===== src/rtl/mips_ifetch_prefetch_queue.sv =====
// rtl/mips_ifetch_prefetch_queue.sv - instruction-fetch prefetch queue feeding the MIPS32 IF/ID latch
// Credit-limited requests to in-order imem, {IR, NPC} FIFO, redirect flush with stale-response dropping.
module mips_ifetch_prefetch_queue #(
   parameter int          DEPTH    = 4,
   parameter int          ADDR_W   = 10,
   parameter logic [31:0] NOP_WORD = 32'hF8000000
) (
   input  logic              clk1,
   input  logic              reset,
   input  logic              halt,
   input  logic              redirect_valid,
   input  logic [ADDR_W-1:0] redirect_pc,
   output logic              imem_req_valid,
   input  logic              imem_req_ready,
   output logic [ADDR_W-1:0] imem_req_addr,
   input  logic              imem_rsp_valid,
   input  logic [31:0]       imem_rsp_data,
   output logic              ir_valid,
   input  logic              ir_ready,
   output logic [31:0]       ir_data,
   output logic [31:0]       ir_npc
);
   localparam int PW = $clog2(DEPTH);
   localparam int CW = PW + 1;
   localparam logic [CW:0] DEPTH_W = (CW+1)'(DEPTH);

   typedef enum logic {FETCH, STALL} state_t;

   state_t            state_q;
   logic [ADDR_W-1:0] fetch_pc_q, fetch_pc_d;
   logic [ADDR_W-1:0] resp_pc_q, resp_pc_d;
   logic [PW-1:0]     wr_ptr_q, wr_ptr_d;
   logic [PW-1:0]     rd_ptr_q, rd_ptr_d;
   logic [CW-1:0]     count_q, count_d;
   logic [CW-1:0]     outstanding_q, outstanding_d;
   logic [CW-1:0]     drop_cnt_q, drop_cnt_d;
   logic [31:0]       npc_hold_q;
   logic [31:0]       data_q [DEPTH];
   logic [ADDR_W:0]   npc_q  [DEPTH];

   logic              issue, push, pop;
   logic [CW:0]       credit_used;

   always_comb begin
      credit_used    = {1'b0, count_q} + {1'b0, outstanding_q};
      imem_req_valid = !reset && (state_q == FETCH) && !halt && !redirect_valid
                       && (credit_used < DEPTH_W);
      imem_req_addr  = fetch_pc_q;
      issue          = imem_req_valid && imem_req_ready;
      ir_valid       = (count_q != '0);
      // npc_hold_q keeps ir_npc stable across empty periods, including after a flush
      ir_data        = ir_valid ? data_q[rd_ptr_q] : NOP_WORD;
      ir_npc         = ir_valid ? 32'(npc_q[rd_ptr_q]) : npc_hold_q;
      push           = imem_rsp_valid && !redirect_valid && (drop_cnt_q == '0);
      pop            = ir_valid && ir_ready && !redirect_valid;
      outstanding_d  = outstanding_q + CW'(issue) - CW'(imem_rsp_valid);

      if (redirect_valid) begin
         count_d    = '0;
         wr_ptr_d   = '0;
         rd_ptr_d   = '0;
         fetch_pc_d = redirect_pc;
         resp_pc_d  = redirect_pc;
         // every request still in flight after this cycle belongs to the old path
         drop_cnt_d = outstanding_q - CW'(imem_rsp_valid);
      end else begin
         count_d    = count_q + CW'(push) - CW'(pop);
         wr_ptr_d   = wr_ptr_q + PW'(push);
         rd_ptr_d   = rd_ptr_q + PW'(pop);
         fetch_pc_d = fetch_pc_q + ADDR_W'(issue);
         resp_pc_d  = resp_pc_q + ADDR_W'(push);
         drop_cnt_d = drop_cnt_q - CW'(imem_rsp_valid && (drop_cnt_q != '0));
      end
   end

   always_ff @(posedge clk1) begin
      if (reset) begin
         state_q       <= FETCH;
         fetch_pc_q    <= '0;
         resp_pc_q     <= '0;
         wr_ptr_q      <= '0;
         rd_ptr_q      <= '0;
         count_q       <= '0;
         outstanding_q <= '0;
         drop_cnt_q    <= '0;
         npc_hold_q    <= '0;
      end else begin
         if (state_q == FETCH && halt) begin
            state_q <= STALL;
         end else if (state_q == STALL && !halt) begin
            state_q <= FETCH;
         end
         fetch_pc_q    <= fetch_pc_d;
         resp_pc_q     <= resp_pc_d;
         wr_ptr_q      <= wr_ptr_d;
         rd_ptr_q      <= rd_ptr_d;
         count_q       <= count_d;
         outstanding_q <= outstanding_d;
         drop_cnt_q    <= drop_cnt_d;
         npc_hold_q    <= ir_npc;
      end
   end

   always_ff @(posedge clk1) begin
      if (!reset && push) begin
         data_q[wr_ptr_q] <= imem_rsp_data;
         npc_q[wr_ptr_q]  <= {1'b0, resp_pc_q} + (ADDR_W+1)'(1);
      end
   end
endmodule


===== config.mk =====
export PLATFORM = sky130hd
export DESIGN_NAME = mips_ifetch_prefetch_queue
export DESIGN_NICKNAME = d
export VERILOG_FILES = /design/src/rtl/mips_ifetch_prefetch_queue.sv
export SDC_FILE = /design/constraint.sdc
export NUM_CORES = 1
export LEC_CHECK = 0
export BUFFER_PORTS_ARGS = -buffer_cell sky130_fd_sc_hd__buf_2
export CAP_MARGIN = 10
export CORE_MARGIN = 4
export CORE_UTILIZATION = 50
export CTS_BUF_LIST = sky130_fd_sc_hd__clkbuf_2 sky130_fd_sc_hd__clkbuf_4 sky130_fd_sc_hd__clkbuf_8
export DETAILED_ROUTE_END_ITERATION = 8
export PLACE_DENSITY = 0.71
export RECOVER_POWER = 25
export SYNTH_ARGS = -nofsm -noshare
export SYNTH_HDL_FRONTEND = slang
export SYNTH_SLANG_ARGS = --single-unit

===== constraint.sdc =====
create_clock -name clk1 -period 13.5 [get_ports clk1]
set_clock_uncertainty 0.2 [all_clocks]
set_input_delay 1.35 -clock clk1 [delete_from_list [all_inputs] [get_ports clk1]]
set_output_delay 1.35 -clock clk1 [all_outputs]
set_load 0.005 [all_outputs]

==> results by group <==
Run status
  • Outcome: finished clean

Floorplanning
  • DIE WIDTH: 146.4 microns
  • Die area: 21440 sq um
  • Core area: 18770 sq um
  • Starting Density: 51.05%
  • Die Y-Extent: 146.4 microns
  • Std cell rows: 50
  • Num ports: 125

Hold path
  • WHS Path Cells: 1
  • Hold Path Class: reg -> reg

Final layout
  • Area grow syn2layout: 16.47%
  • Commonest non-fill, non-tap cell in the layout: edfxtp_1
  • Final instance area: 11160 sq um
  • Fraction of layout cells with a size suffix above 1: 30.72%
  • ANT cells: 0
  • Final net count: 805
  • Most frequent cells in the layout: edfxtp_1 (172), buf_2 (94), and2_1 (76), dfxtp_1 (64), mux4_2 (43)
  • Final Util: 59.45%

Drt
  • Initial DRC count: 204
  • Routed wire length: 17.82 mm
  • Vias: 5309
  • Post-DRT Antenna Nets: 0
  • Via-to-Cell Ratio: 5.314
  • Remaining DRCs: 0
  • Per-cell routed wire length: 17.84 microns
  • 1st-pass router iterations: 4

Pwr
  • Flop pwr share: 53.8%
  • Worst VDD drop: 0.07810 mV
  • Power Internal: 0.001189 W
  • Pwr Density: 135.4 nW/um^2
  • Clock power frac: 40.6%
  • Leak: 4.076 nW
  • Net Switching: 0.0003224 W
  • Pwr Total: 0.001511 W
  • Switch share: 21.33%
  • Comb power frac: 5.7%

Logic synthesis
  • Synth area leader: edfxtp_1
  • Syn Area/Cell: 16.18 sq um
  • Most common flop cell mapped by yosys: edfxtp_1
  • Yosys cell types: 43
  • Synth warn: 0
  • Post-Synthesis Net Count: 661
  • Mapped Cells: 592
  • Yosys reg bits: 238
  • Share of Yosys cell area claimed by the top area cell type: 53.91%
  • Register area share after synthesis: 67.70%
  • Cell Area, Synth: 9580 sq um
  • Synth area leaders: edfxtp_1 (54%), dfxtp_1 (14%), mux4_2 (10%)
  • Post-synth ARST share: 0%
  • EDFF count, synth: 172

Clocking
  • Postcts setup bufs: 0
  • H-Tree Level Count: 2
  • Worst-Skew Late Latency: 0.52 ns
  • Clk buf depth: 3
  • Clock Tree Root: clkbuf_8
  • CTS clk-pin slew, worst paths: 0.06 ns
  • CTS tree: yes
  • Inserted Clock Buffers: 39
  • Post-CTS Hold Buffers: 0
  • Sink Count: 238
  • Post-CTS sizing: 0

Setup path
  • Critical Path AT: 2.88 ns
  • R2R cell count: 10
  • Critical path launch point type: register
  • Critical path required time: 11.95 ns
  • CP Max Fanout: 41
  • Worst Setup Path Type: reg -> out
  • Endpoint type of the worst setup path: primary output

Global routing
  • Number of global-route vias before repair: 5769
  • Global-route wire length before repair: 29.21 mm
  • Initial antenna violation count: 0
  • Largest net degree at the start of global routing: 45
  • Total GRT Usage: 16.90%
  • Total grt overflow: 0

Timing
  • Slew @ Worst Pin: 0.9742 ns
  • Fmax: 225.9 MHz
  • Min Tclk post-route: 4.427 ns
  • Final setup TNS: 0 ns
  • Max transition margin: 34.82%
  • Hold Slack: 0.2501 ns
  • Number of hold violations in the final report: 0
  • Slew Limit Fails: 0
  • Fin crit share: 32.79%
  • RSZ-0062 raised after global routing: false
  • Final setup viols: 0

Job
  • Maxcap violations: 0

Place
  • Area post-placement: 10420 sq um
  • GPL Wtd Cong: 0.8400
  • DP HPWL: 11.05 mm
  • I/O Buffers: 124
[worst paths after layout]
path / from / endpoint / slack (ns)
worst max-delay path: count_q[1]$_SDFF_PP0_ / ir_npc[10] / 9.07
worst min register to register: npc_hold_q[11]$_SDFF_PP0_ / npc_hold_q[11]$_SDFF_PP0_ / 0.25
worst min-delay path: npc_hold_q[11]$_SDFF_PP0_ / npc_hold_q[11]$_SDFF_PP0_ / 0.25
worst max register to register: count_q[1]$_SDFF_PP0_ / count_q[2]$_SDFF_PP0_ / 9.76
[kinds of logic (layout without fill, tap and decap cells)]
kind of cell | Yosys count | after routing | synth area share [%]
flip-flops | 238 | 238 | 67.70
XOR/XNOR | 21 | 21 | 1.920
buffers and inverters | 52 | 225 | 2.664
AO/OA/AOI/OAI | 42 | 42 | 2.808
AND/OR/NAND/NOR | 164 | 164 | 10.44
adder cells (fa/ha/maj) | 20 | 20 | 2.769
multiplexers | 55 | 55 | 11.70
[state kept, by name, indices dropped and copies added (netlist names)]
register       cells
count_q            3
drop_cnt_q         3
state_q            1
outstanding_q      3
npc_q             44
rd_ptr_q           2
wr_ptr_q           2
npc_hold_q        32
data_q           128
imem_req_addr     10
resp_pc_q         10
[power groups by stage]
stage          Sequential [W]  Clock, W  Combinational, W
3_3_place_gp         0.000826         0         0.0000837
6_report             0.000812  0.000613         0.0000856
2_1_floorplan        0.000824         0         0.0000564
4_1_cts              0.000812  0.000633         0.0000886
5_1_grt              0.000814  0.000668         0.0000970
3_5_place_dp         0.000828         0         0.0000882
[through the flow]
step                worst slack [ns]  cells
global placement               9.285    929
detailed placement             9.227    929
CTS                            8.958    999
floorplan                      6.755    592
finish                         9.073    999
global route                   8.774    999
[area by class of cell]
cell class / count / area, sq um
clock buffer: 59 / 699.4
clock inverter: 11 / 81.33
fill: 1444 / 7610
inverter: 23 / 86.33
multi-input combinational: 302 / 2864
sequential: 238 / 6491
tap: 234 / 292.8
timing repair buffer: 132 / 643.1
[synthesized netlist by cell type, drive strengths merged, types with 11 or more instances]
library cell	instances
edfxtp	172
and2	76
dfxtp	66
mux4	43
inv	23
ha	18
buf	16
xnor2	14
clkbuf	13
nand2	13
nand3	13
nor2b	13
mux2	11
[critical path, cell delays in order, from the launching register on]
cell and delay, ns:
dfxtp_1 0.36, nor3_4 0.78, inv_2 0.60, mux2_4 0.46
buf_2 0.15
[per-layer routing]
layer	routed length, microns	vias to the layer above	GRT usage [%]
met1	7572	2617	21.75
met3	926	32	3.786
met5	0	-	0
met4	467	0	6.350
met2	8856	143	28.29
li1	-	2517	-
No activity file was read; power rests on OpenSTA's default activity.
